--- config.mk ---
export PLATFORM = sky130hd
export DESIGN_NAME = bcd_countdown_timer
export DESIGN_NICKNAME = d
export VERILOG_FILES = /design/src/rtl/bcd_countdown_timer_pkg.sv /design/src/rtl/bcd_digit_down.sv /design/src/rtl/bcd_countdown_timer.sv
export SDC_FILE = /design/constraint.sdc
export NUM_CORES = 1
export LEC_CHECK = 0
export ABC_AREA = 1
export CELL_PAD_IN_SITES_DETAIL_PLACEMENT = 0
export CELL_PAD_IN_SITES_GLOBAL_PLACEMENT = 2
export CORE_ASPECT_RATIO = 0.75
export CORE_MARGIN = 5
export CORE_UTILIZATION = 26
export CTS_CLUSTER_SIZE = 24
export DETAILED_ROUTE_END_ITERATION = 8
export PLACE_DENSITY = 0.87
export SLEW_MARGIN = 0
export SYNTH_ARGS = -nofsm -noshare
export SYNTH_HDL_FRONTEND = slang
export SYNTH_HIERARCHICAL = 1
export SYNTH_SLANG_ARGS = --single-unit
export TNS_END_PERCENT = 10
--- constraint.sdc ---
create_clock -name clk -period 2.4 [get_ports clk]
set_input_delay 0.24 -clock clk [delete_from_list [all_inputs] [get_ports clk]]
set_output_delay 0.24 -clock clk [all_outputs]
set_load 0.02 [all_outputs]
--- src/rtl/bcd_countdown_timer_pkg.sv ---
// Shared definitions for the BCD countdown timer.
//   DIGIT_W      : bits per BCD digit
//   state_e      : FSM encodings (IDLE=0, RUN=1, PAUSE=2, DONE=3)
//   digit_mod()  : extracts the modulus of digit i from a packed DIGIT_MODS word
//   clamp_digit(): forces a digit that is out of range to MOD-1
package bcd_countdown_timer_pkg;

  localparam int DIGIT_W = 4;

  typedef enum logic [1:0] {
    ST_IDLE  = 2'd0,
    ST_RUN   = 2'd1,
    ST_PAUSE = 2'd2,
    ST_DONE  = 2'd3
  } state_e;

  function automatic logic [3:0] digit_mod(input logic [31:0] mods, input int i);
    return mods[i*DIGIT_W +: DIGIT_W];
  endfunction

  function automatic logic [3:0] clamp_digit(input logic [3:0] d, input logic [3:0] mod);
    return (d >= mod) ? (mod - 4'd1) : d;
  endfunction

endpackage

--- src/rtl/bcd_digit_down.sv ---
// Single BCD down-counter digit with a programmable modulus.
//   clk  : rising-edge clock
//   clr  : synchronous active-high reset (q -> 0)
//   load : load clamp(d); wins over en
//   en   : decrement enable (borrow-in)
//   d    : load value
//   q    : current digit
//   tc   : borrow-out, combinational (en and q == 0)
module bcd_digit_down
  import bcd_countdown_timer_pkg::*;
#(
  parameter logic [3:0] MOD = 4'd10
) (
  input  logic       clk,
  input  logic       clr,
  input  logic       load,
  input  logic       en,
  input  logic [3:0] d,
  output logic [3:0] q,
  output logic       tc
);

  logic [3:0] q_q, q_d;

  assign q  = q_q;
  assign tc = en & (q_q == 4'd0);

  always_comb begin
    q_d = q_q;
    if (load)
      q_d = clamp_digit(d, MOD);
    else if (en)
      q_d = (q_q == 4'd0) ? (MOD - 4'd1) : (q_q - 4'd1);
  end

  always_ff @(posedge clk) begin
    if (clr) q_q <= 4'd0;
    else     q_q <= q_d;
  end

endmodule

--- src/rtl/bcd_countdown_timer.sv ---
// Multi-digit BCD countdown timer (default MM:SS) with run/pause/done FSM.
//   clk, clr        : clock, synchronous active-high reset
//   load, data      : load clamped BCD value into counter and preset register
//   start, stop     : request RUN / PAUSE (stop wins when both are set)
//   tick            : one-clk count-enable strobe, honoured only in RUN
//   out             : current BCD count
//   tc              : per-digit borrow-out (combinational)
//   zero            : out == 0 (combinational)
//   done            : registered one-cycle pulse on the terminal tick
//   running         : registered, state == RUN
// Optional feature: define BCD_TIMER_AUTORELOAD_EN to reload the preset on the
// terminal tick and keep running (a zero preset still ends in DONE).
module bcd_countdown_timer
  import bcd_countdown_timer_pkg::*;
#(
  parameter int          NUM_DIGITS = 4,
  parameter logic [31:0] DIGIT_MODS = 32'h0000_6A6A
) (
  input  logic                            clk,
  input  logic                            clr,
  input  logic                            load,
  input  logic [DIGIT_W*NUM_DIGITS-1:0]   data,
  input  logic                            start,
  input  logic                            stop,
  input  logic                            tick,
  output logic [DIGIT_W*NUM_DIGITS-1:0]   out,
  output logic [NUM_DIGITS-1:0]           tc,
  output logic                            zero,
  output logic                            done,
  output logic                            running
);

  localparam int W = DIGIT_W * NUM_DIGITS;

  state_e         state_q, state_d;
  logic           done_q, done_d;
  logic           running_q, running_d;
  logic [W-1:0]   preset_q, preset_d;

  logic [NUM_DIGITS-1:0] en;
  logic                  tick_run, terminal, reload, dig_load;
  logic [W-1:0]          dig_d;

  // load and stop both outrank tick, so they block the decrement.
  assign tick_run = tick & (state_q == ST_RUN) & ~load & ~stop;
  // Only digit 0 == 1 with all higher digits 0 decrements to all-zero.
  assign terminal = tick_run & (out == W'(1));

`ifdef BCD_TIMER_AUTORELOAD_EN
  assign reload = terminal & (preset_q != '0);
`else
  assign reload = 1'b0;
`endif

  // Reload reuses the digits' load path; an external load always wins.
  assign dig_load = load | reload;
  assign dig_d    = load ? data : preset_q;

  genvar g;
  generate
    for (g = 0; g < NUM_DIGITS; g++) begin : g_dig
      if (g == 0) begin : g_first
        assign en[g] = tick_run;
      end else begin : g_rest
        assign en[g] = tc[g-1];
      end
      bcd_digit_down #(
        .MOD(digit_mod(DIGIT_MODS, g))
      ) u_dig (
        .clk  (clk),
        .clr  (clr),
        .load (dig_load),
        .en   (en[g]),
        .d    (dig_d[g*DIGIT_W +: DIGIT_W]),
        .q    (out[g*DIGIT_W +: DIGIT_W]),
        .tc   (tc[g])
      );
    end
  endgenerate

  assign zero    = (out == '0);
  assign done    = done_q;
  assign running = running_q;

  always_comb begin
    state_d  = state_q;
    done_d   = 1'b0;
    preset_d = preset_q;
    if (load) begin
      state_d = ST_IDLE;
      for (int i = 0; i < NUM_DIGITS; i++)
        preset_d[i*DIGIT_W +: DIGIT_W] =
          clamp_digit(data[i*DIGIT_W +: DIGIT_W], digit_mod(DIGIT_MODS, i));
    end else begin
      case (state_q)
        ST_IDLE, ST_PAUSE: begin
          // Starting from zero would finish instantly; ignore it instead.
          if (!stop && start && !zero) state_d = ST_RUN;
        end
        ST_RUN: begin
          if (stop) begin
            state_d = ST_PAUSE;
          end else if (terminal) begin
            done_d  = 1'b1;
            state_d = reload ? ST_RUN : ST_DONE;
          end
        end
        default: ;  // DONE: only load or clr leave
      endcase
    end
    running_d = (state_d == ST_RUN);
  end

  always_ff @(posedge clk) begin
    if (clr) begin
      state_q   <= ST_IDLE;
      done_q    <= 1'b0;
      running_q <= 1'b0;
      preset_q  <= '0;
    end else begin
      state_q   <= state_d;
      done_q    <= done_d;
      running_q <= running_d;
      preset_q  <= preset_d;
    end
  end

endmodule

==> results of run 1 <==
state kept, by name, indices dropped and copies added, names as in the netlist:
register and count:
g_dig.u_dig/q 16, done 1, running 1, state_q 2
preset_q 16
area by class of cell:
cell class	instances	area, sq um
multi-input combinational	238	1090
timing repair buffer	61	562
tap	101	126
clock buffer	6	72.6
sequential	36	721
fill	823	4590
inverter	44	170
clock inverter	2	35.0
where the power goes:
part	total [W]	switching, W	leakage, nW	internal (W)
logic	0.000346	0.000200	0.943	0.000145
registers	0.000654	0.0000254	0.296	0.000629
clock network	0.000533	0.000224	0.0552	0.000309
total	0.00153	0.000450	1.29	0.00108
stage by stage:
| stage | power (W) | hold WS, ns |
|---|---|---|
| after floorplan | 0.000868 | 0.302 |
| after global placement | 0.00102 | 0.422 |
| after detailed placement | 0.00101 | 0.430 |
| after CTS | 0.00156 | 0.442 |
| after global routing | 0.00163 | 0.456 |
| final | 0.00153 | 0.439 |
synthesized netlist by cell type (all sizes together) (2+ instances only):
master and number:
nand2 116, nor2 46, inv 43, a21oi 36, dfxtp 36, o21ai 19
nand3 14, buf 4, a311oi 2, a31oi 2, nor3 2
worst max-delay path: cells and delay by family:
| kind | cells | cell delay [ns] |
|---|---|---|
| AND/OR/NAND/NOR | 6 | 0.72 |
| buffers and inverters | 7 | 1.01 |
worst max path at each step:
stage	endpoint	depth (start not counted)
after detailed placement	tc[3]	12
after global placement	tc[3]	12
after global routing	tc[3]	13
final	tc[3]	13
after CTS	tc[3]	12
after floorplan	tc[3]	9
what timing repair did:
action,4_1_cts,5_1_grt
cloned,0,0
gates resized for setup,5,6
pin swaps,0,0
setup endpoints to repair,3,2
metal layers:
| layer | share of wire | track usage |
|---|---|---|
| met1 | 0.55 | 0.187 |
| met5 | 0 | 0 |
| met2 | 0.39 | 0.173 |
| met4 | 0.010 | 0.0336 |
| met3 | 0.046 | 0.0328 |
logic make-up (layout without fill, tap and decap cells):
family / Yosys count / count (layout) / synth area share
AOI/OAI and AO/OA: 59 / 59 / 0.162
and+or+nand+nor: 179 / 179 / 0.371
DFF: 36 / 36 / 0.365
buffers and inverters: 49 / 113 / 0.101
==> qor.yml, run 1 <==
final_layout:
  final_cells: 488
  finish.net_count: 408
  diodes: 0
  syn2layout_area_growth_pct: 40.6
  fin_util: 0.377
  final_common_cell: "nand2_1"
  final_cell_area_sq_um: 2780
  layout_common_cells: "115 x nand2_1, 40 x clkdlybuf4s50_1, 38 x inv_1"
  drive_gt1_frac: 0.137
sta:
  fin_crit_sh: 0.917
  slew_headroom: 0.718
  setup_viol: 0
  rsz0062_at_grt: "false"
  final-max-slew-violation-count: 0
  hold_viol: 0
  layout_setup_ws_ns: 0.200
  fin_skew_ns: 0.00733
  setup_tns_ns: 0
  tightestPinTransition_ns: 0.424
  period_needed_ns: 2.20
  fmax_mhz: 455
worst_setup_path:
  ff2ff_path_depth: 15
  critPathRequiredTime_ns: 2.16
  r2r-start: "state_q[1]"
  cp-start-kind: "input pin"
  r2r_end: "g_dig[3].u_dig/q[1]"
  cp_slowest_cell: "clkdlybuf4s50_1"
  cp-end-kind: "output pin"
  arrival_ns: 1.96
  critPathMostFrequentCell: "inv_1"
  path_cells: "clkdlybuf4s50_1 > inv_2 > nand2_2 > nor2_4 > inv_1 > nor2_4 > inv_1 > nor3_4 > inv_1 > nor2_4 > inv_1 > nor3_2 > buf_4"
  slowest_delay_ns: 0.44
  path_max_fanout: 2
  startpoint: "stop"
  r2r_setup_slack_ns: 0.58
  critPathKind: "in -> out"
placement:
  gp_congestion: 0.794
  port-buffer-count: 44
  dp_hpwl_um: 4340
  dpl_cell_area_sq_um: 2670
  dp_slack_ns: -0.309
  placed_cells: 480
logic_synthesis:
  synth_flop_cell: "dfxtp_1"
  netlist_area_sq_um: 1970
  synth_seq_cells: 36
  ys_warn_count: 6
  syn_area_per_cell_sq_um: 6.11
  synth_top_area_share: 0.365
  synth_edf_count: 0
  synthesis.nets: 345
  yosysTopAreaCell: "dfxtp_1"
  netlist_instances: 323
  synth_area_leaders: "dfxtp_1 37%, nand2_1 22%, a21oi_1 8.1%"
  synthArstFlopShare: 0
  ys_seq_area_frac: 0.365
  synth_cell_types: 21
floorplanning:
  core_area_sq_um: 7360
  io_pins: 45
  die_area_sq_um: 9450
  placement_rows: 27
  dieWidth_um: 111
  die_h_um: 85.5
  start_util: 0.268
grt:
  grt_pass1_vias: 1976
  globalRouteTotalUtil: 0.124
  grt_max_degree: 43
  grt_pass1_wl_um: 9720
  grt_overflow_total: 0
  antenna_found_initial: 0
flow_run:
  drv_cap: 0
drt:
  vias: 2089
  first_pass_iters: 4
  wl_um: 5700
  routedWlPerCell_um: 11.7
  avgViaCountPerCell: 4.28
  initialDrtViolationCount: 113
  drtAntennaViolNets: 0
  drc: 0
clock_tree:
  hold_buffers: 0
  cts_made_buffers: 5
  clock-sinks: 36
  cts_setup_buffers: 0
  insertion_delay_ns: 0.29
  clk_pin_slew_ns: 0.08
  clockBufferDepth: 2
  cts_htree_levels: 2
  cts-root-buf: "clkbuf_8"
  cts_tree: "yes"
power_and_ir_drop:
  power.density_nw_per_um2: 552
  power.leakage_nw: 1.29
  peakVddDrop_mv: 0.229
hold_path:
  hold_path.class: "reg -> reg"
  hp-start: "preset_q[7]"
  min_path_cells: 2
  hold_end: "preset_q[7]"
status:
  status: "finished, final reports clean"
Note: power is estimated with default switching activity, not from simulation.
==> inputs of run 2 (changes only) <==
--- a/config.mk
+++ b/config.mk
@@ -5,16 +5,14 @@
 export SDC_FILE = /design/constraint.sdc
 export NUM_CORES = 1
 export LEC_CHECK = 0
-export ABC_AREA = 1
 export CELL_PAD_IN_SITES_DETAIL_PLACEMENT = 0
 export CELL_PAD_IN_SITES_GLOBAL_PLACEMENT = 2
 export CORE_ASPECT_RATIO = 0.75
 export CORE_MARGIN = 5
-export CORE_UTILIZATION = 26
+export CORE_UTILIZATION = 29
 export CTS_CLUSTER_SIZE = 24
 export DETAILED_ROUTE_END_ITERATION = 8
 export PLACE_DENSITY = 0.87
-export SLEW_MARGIN = 0
 export SYNTH_ARGS = -nofsm -noshare
 export SYNTH_HDL_FRONTEND = slang
 export SYNTH_HIERARCHICAL = 1
==> run 2 against run 1 <==
  * The run now ends with negative setup slack left
  * First-iteration DRC count shrank 67%
  * Sequential share of layout area grew 0.67 points
  * Critical path depth shrank 3
  * Routed wire length shrank 14%
  * Synthesized cell count shrank 36%
  * Area after synthesis shrank 7.7%
  * Via count shrank 17%
==> qor.yml, run 2 <==
worst_setup_path:
  critPathKind: "reg -> out"
  slowest_delay_ns: 0.43
  critPathRequiredTime_ns: 2.16
  cp-end-kind: "output pin"
  cp-start-kind: "register"
  path_max_fanout: 3
  cp_top_family: "simple AND/OR/NAND/NOR gates"
  path_buf_inv: 1
  path_cells: "nor4_4 > or3b_4 > nor3_4 > nor4b_4 > nor2b_4 > or3b_4 > nor3_4 > nor4b_4 > nor2b_4 > buf_6"
  r2r_setup_slack_ns: -0.51
  cp_slowest_cell: "or3b_4"
  arrival_ns: 2.86
power_and_ir_drop:
  p_clk_frac: 0.337
  intPower_w: 0.00102
  power.leakage_nw: 1.10
  p_sw_frac: 0.274
  p_comb_frac: 0.198
  netSwitchingPower_w: 0.000385
  power.density_nw_per_um2: 519
  seq_power_share: 0.465
  peakVddDrop_mv: 0.220
grt:
  antenna_found_initial: 0
  grt_max_degree: 59
  grt_overflow_total: 0
  grt_pass1_vias: 1707
  globalRouteTotalUtil: 0.127
  grt_pass1_wl_um: 7900
logic_synthesis:
  ys_seq_area_frac: 0.396
  synth_cell_types: 42
  syn_area_per_cell_sq_um: 8.76
  yosysTopAreaCell: "dfxtp_1"
  synthMostInstantiatedCell: "dfxtp_1"
  ys_warn_count: 6
  netlist_instances: 208
  synth_top_area_share: 0.396
  synth_flop_cell: "dfxtp_1"
  synthArstFlopShare: 0
  synthesis.nets: 230
  synth_edf_count: 0
  yosys-top-cells-count: "36 x dfxtp_1, 28 x nor2_1, 26 x nand2_1"
  netlist_area_sq_um: 1820
  synth_seq_cells: 36
  synth_area_leaders: "dfxtp_1 40%, nor2_1 5.8%, nand2_1 5.4%"
sta:
  setup_tns_ns: -2.74
  period_needed_ns: 3.10
  holdWs_ns: 0.459
  tightestPinTransition_ns: 0.576
  fin_crit_sh: 1.29
  layout_setup_ws_ns: -0.702
  fin_skew_ns: 0.00669
  slew_headroom: 0.616
  hold_viol: 0
  setup_viol: 7
  rsz0062_at_grt: "true"
  final-max-slew-violation-count: 0
  fmax_mhz: 322
placement:
  dpl_cell_area_sq_um: 2550
  dp_hpwl_um: 3520
  port-buffer-count: 44
  dp_slack_ns: -1.53
  gp_congestion: 0.793
final_layout:
  drive_gt1_frac: 0.239
  syn2layout_area_growth_pct: 48.8
  finish.net_count: 302
  layout_common_cells: "36 x clkdlybuf4s50_1, 35 x dfxtp_1, 28 x nor2_1"
  diodes: 0
  final_common_cell: "clkdlybuf4s50_1"
  final_cell_area_sq_um: 2710
drt:
  vias: 1742
  drc: 0
  routedWlPerCell_um: 13.6
  wl_um: 4910
  avgViaCountPerCell: 4.83
  initialDrtViolationCount: 37
  drtAntennaViolNets: 0
  first_pass_iters: 4
floorplanning:
  die_area_sq_um: 7980
  io_pins: 45
  core_area_sq_um: 6190
  start_util: 0.294
  placement_rows: 25
  dieWidth_um: 102
  die_h_um: 78.6
clock_tree:
  cts-root-buf: "clkbuf_8"
  insertion_delay_ns: 0.29
  cts_made_buffers: 5
  cts_tree: "yes"
  clock-sinks: 36
  cts_htree_levels: 2
  clk_pin_slew_ns: 0.07
  clockBufferDepth: 2
  hold_buffers: 0
flow_run:
  drv_cap: 0
status:
  status: "complete, but fails checks"
  violations: "negative setup slack"
hold_path:
  hold_path.class: "reg -> reg"
-- run 2: changes by cell type in the layout (fill, tap and decap cells not counted), sizes merged, moves of 8 or more --
cell / change
nor2: -18
mux2: +8
inv: -39
a21oi: -27
o21ai: -15
nand3: -9
nand2: -90
buf: +13
nand2b: +11
-- run 2: tightest hold or removal path, stage by stage, from the launching register on --
cell	delay (ns)
dfxtp_1	0.30
nand2b_1	0.08
nor2_1	0.04
-- run 2: area by class of cell --
cell class,instances,area [sq um]
Tap cell,81,101
Multi-Input combinational cell,162,1140
Clock buffer,7,96.3
Fill cell,620,3480
Timing Repair Buffer,71,641
Sequential cell,36,722
Inverter,4,15.0
-- run 2: power groups by stage --
stage	logic [W]	clock network [W]	registers, W
3_5_place_dp	0.000277	0	0.000668
2_1_floorplan	0.000121	0	0.000693
5_1_grt	0.000304	0.000514	0.000658
4_1_cts	0.000278	0.000496	0.000654
6_report	0.000279	0.000473	0.000654
3_3_place_gp	0.000276	0	0.000666
-- run 2: cells by family (layout without fill, tap and decap cells) --
logic type	count (synthesis)	in the layout	synth area share
AND/OR/NAND/NOR	106	106	0.330
AO/OA/AOI/OAI	44	44	0.175
flip-flops	36	36	0.396
buffers and inverters	10	82	0.0302
multiplexers	8	8	0.0495
XOR/XNOR	4	4	0.0192
-- run 2: worst paths after layout --
kind	from	endpoint	depth (start not counted)
worst max-delay path	state_q[1]	tc[3]	10
worst min-delay path	preset_q[7]	preset_q[7]	2
worst max register to register	state_q[1]	g_dig[3].u_dig/q[1]	11
worst min register to register	preset_q[7]	preset_q[7]	2
-- run 2: timing repair --
action                     CTS  global route
gates resized for setup     23             5
setup endpoints to repair   11            11
setup buffers                2             2
pin swaps                    6             3
-- run 2: metal layers --
metal  track usage  wire [um]  up-vias
met5             0          0        -
met2         0.200       2210       37
li1              -          -      897
met4        0.0359         42        0
met3        0.0355        278        7
met1         0.168       2370      801
-- run 2: stage by stage --
stage / utilization / std cells / total power, W
3_5_place_dp: 0.412 / 350 / 0.000945
6_report: 0.438 / 361 / 0.00141
4_1_cts: 0.431 / 359 / 0.00143
5_1_grt: 0.438 / 361 / 0.00148
2_1_floorplan: - / 208 / 0.000814
3_3_place_gp: 0.412 / 350 / 0.000943
==> inputs of run 3 (changes only) <==
--- a/config.mk
+++ b/config.mk
@@ -9,12 +9,11 @@
 export CELL_PAD_IN_SITES_GLOBAL_PLACEMENT = 2
 export CORE_ASPECT_RATIO = 0.75
 export CORE_MARGIN = 5
-export CORE_UTILIZATION = 29
+export CORE_UTILIZATION = 24
 export CTS_CLUSTER_SIZE = 24
 export DETAILED_ROUTE_END_ITERATION = 8
-export PLACE_DENSITY = 0.87
+export PLACE_DENSITY = 0.85
 export SYNTH_ARGS = -nofsm -noshare
 export SYNTH_HDL_FRONTEND = slang
-export SYNTH_HIERARCHICAL = 1
 export SYNTH_SLANG_ARGS = --single-unit
 export TNS_END_PERCENT = 10
==> run 3 against run 2 <==
  * The flow now finishes without violations
  * Core utilization fell by 7.0 points
  * Area after synthesis fell by 33%
  * First-iteration DRC count rose by 97%
  * Highest routed layer unchanged
  * Count of clock-buffer cells in the layout fell by 3
  * Critical path type unchanged
  * Final cell count fell by 29%
  * Hold slack improved by 0.050 ns
  * Clock power fell by 46%
  * Synthesized cell count fell by 29%
  * Non-clock buffer count fell by 15
  * Via count fell by 28%
  * Flip-flop and latch count fell by 16
==> qor.yml, run 3 <==
status:
  status: "finished, final reports clean"
final_layout:
  layout_common_cells: "41 x clkdlybuf4s50_1, 20 x dfxtp_1, 16 x nor2_1"
  final_common_cell: "clkdlybuf4s50_1"
  largest_register_ffs: 16
  ff_latch_area_sq_um: 400
  syn2layout_area_growth_pct: 47.7
  nFillCells: 516
  finish.net_count: 218
  final_cells: 255
  multiInputGateArea_sq_um: 726
  drive_gt1_frac: 0.118
  diodes: 0
logic_synthesis:
  synth_area_leaders: "dfxtp_1 33%, nor2_1 4.9%, o21ai_0 4.5%"
  synth_cell_types: 50
  synthMostInstantiatedCell: "dfxtp_1"
  synth_seq_cells: 20
  netlist_instances: 148
  synth_top_area_share: 0.326
  synthArstFlopShare: 0
  syn_area_per_cell_sq_um: 8.29
  synth_edf_count: 0
  yosys-top-cells-count: "20 x dfxtp_1, 16 x nor2_1, 11 x o21ai_0"
  ys_warn_count: 0
  netlist_area_sq_um: 1230
  yosysTopAreaCell: "dfxtp_1"
  synthesis.nets: 170
  ys_seq_area_frac: 0.326
  synth_flop_cell: "dfxtp_1"
floorplanning:
  dieWidth_um: 92.6
  die_area_sq_um: 6660
  placement_rows: 22
  start_util: 0.249
  io_pins: 45
  die_h_um: 71.9
  core_area_sq_um: 4930
drt:
  drtAntennaViolNets: 0
  drc: 0
  vias: 1257
  initialDrtViolationCount: 73
  routedWlPerCell_um: 14.4
  avgViaCountPerCell: 4.93
  first_pass_iters: 4
  wl_um: 3680
clock_tree:
  insertion_delay_ns: 0.26
  clk_pin_slew_ns: 0.07
  clock-sinks: 20
  cts-root-buf: "clkbuf_8"
  cts_setup_buffers: 0
  clockBufferDepth: 2
  cts_tree: "yes"
  cts_made_buffers: 3
  cts_htree_levels: 1
power_and_ir_drop:
  p_comb_frac: 0.242
  intPower_w: 0.000599
  power.density_nw_per_um2: 455
  power.leakage_nw: 0.690
  seq_power_share: 0.451
  p_clk_frac: 0.308
  p_sw_frac: 0.274
  netSwitchingPower_w: 0.000226
  peakVddDrop_mv: 0.133
sta:
  fin_skew_ns: 0.00557
  fmax_mhz: 444
  setup_viol: 0
  slew_headroom: 0.655
  setup_tns_ns: 0
  final-max-slew-violation-count: 0
  fin_crit_sh: 0.939
  rsz0062_at_grt: "false"
  tightestPinTransition_ns: 0.505
  hold_viol: 0
  period_needed_ns: 2.25
worst_setup_path:
  cp-start-kind: "register"
  cp-end-kind: "output pin"
  slowest_delay_ns: 0.63
  critPathRequiredTime_ns: 2.16
  path_cells: "nor4_4 > buf_4 > nand3_1 > nor2_1 > clkdlybuf4s50_1"
  path_max_fanout: 6
  critPathKind: "reg -> out"
  cp_slowest_cell: "clkdlybuf4s50_1"
  arrival_ns: 2.01
grt:
  grt_max_degree: 17
  globalRouteTotalUtil: 0.113
  antenna_found_initial: 0
  grt_pass1_vias: 1190
  grt_overflow_total: 0
  grt_pass1_wl_um: 5980
placement:
  gp_congestion: 0.757
  dp_hpwl_um: 2850
  placed_cells: 251
  port-buffer-count: 44
hold_path:
  hold_path.class: "reg -> reg"
flow_run:
  drv_cap: 0
run 3: power by group through the flow:
stage / clock network (W) / logic, W / registers (W)
after floorplan: 0 / 0.0000858 / 0.000390
after global placement: 0 / 0.000201 / 0.000380
after detailed placement: 0 / 0.000201 / 0.000379
after CTS: 0.000270 / 0.000201 / 0.000372
after global routing: 0.000278 / 0.000217 / 0.000375
final: 0.000254 / 0.000199 / 0.000372
run 3: cells by family (layout without fill, tap and decap cells):
kind of cell           count (synthesis)  count (layout)  share of synthesized area
AND/OR/NAND/NOR                       59              59                      0.305
AO/OA/AOI/OAI                         45              45                      0.256
flip-flops                            20              20                      0.326
buffers and inverters                 20              67                     0.0826
XOR/XNOR                               3               3                     0.0214
multiplexers                           1               1                    0.00917
run 3: worst max-delay path, delay by kind of cell, from the launching register on:
kind | cells | cell delay (ns)
buffers and inverters | 2 | 0.79
DFF | 1 | 0.39
and+or+nand+nor | 3 | 0.57
run 3: path summary, 6_finish.rpt:
path | cells after the start | end | slack, ns | start
max | 5 | tc[2] | 0.15 | g_dig[0].u_dig.q[2]
min | 2 | g_dig[1].u_dig.q[3] | 0.51 | g_dig[1].u_dig.q[3]
max reg2reg | 5 | g_dig[2].u_dig.q[3] | 0.53 | g_dig[0].u_dig.q[0]
min reg2reg | 2 | g_dig[1].u_dig.q[3] | 0.51 | g_dig[1].u_dig.q[3]
run 3: cell type report:
class / instances / share of cell area
timing repair buffer: 56 / 0.293
sequential: 20 / 0.221
multi-input combinational: 108 / 0.400
clock buffer: 4 / 0.0304
inverter: 7 / 0.0145
tap: 60 / 0.0414
run 3: through the flow:
step	total power [W]	setup WS [ns]	utilization	hold slack, ns	area, sq um
detailed placement	0.000580	0.131	0.357	0.498	1760
global route	0.000870	0.00525	0.368	0.535	1810
global placement	0.000580	0.166	0.357	0.500	1760
finish	0.000825	0.146	0.368	0.509	1810
floorplan	0.000475	0.616	-	0.376	1230
CTS	0.000843	0.128	0.367	0.513	1810
run 3: metal layers:
layer  vias up  GRT usage  part of all wire
met5         -          0                 0
met4         0     0.0198            0.0022
met3         2     0.0404             0.065
met2        29      0.160              0.39
met1       578      0.164              0.54
li1        648          -                 -
run 3: what timing repair did:
item / in CTS / in global routing
resized for setup: 2 / 1
hold buffers: 0 / 0
pin swaps: 0 / 0
setup endpoints to repair: 2 / 1
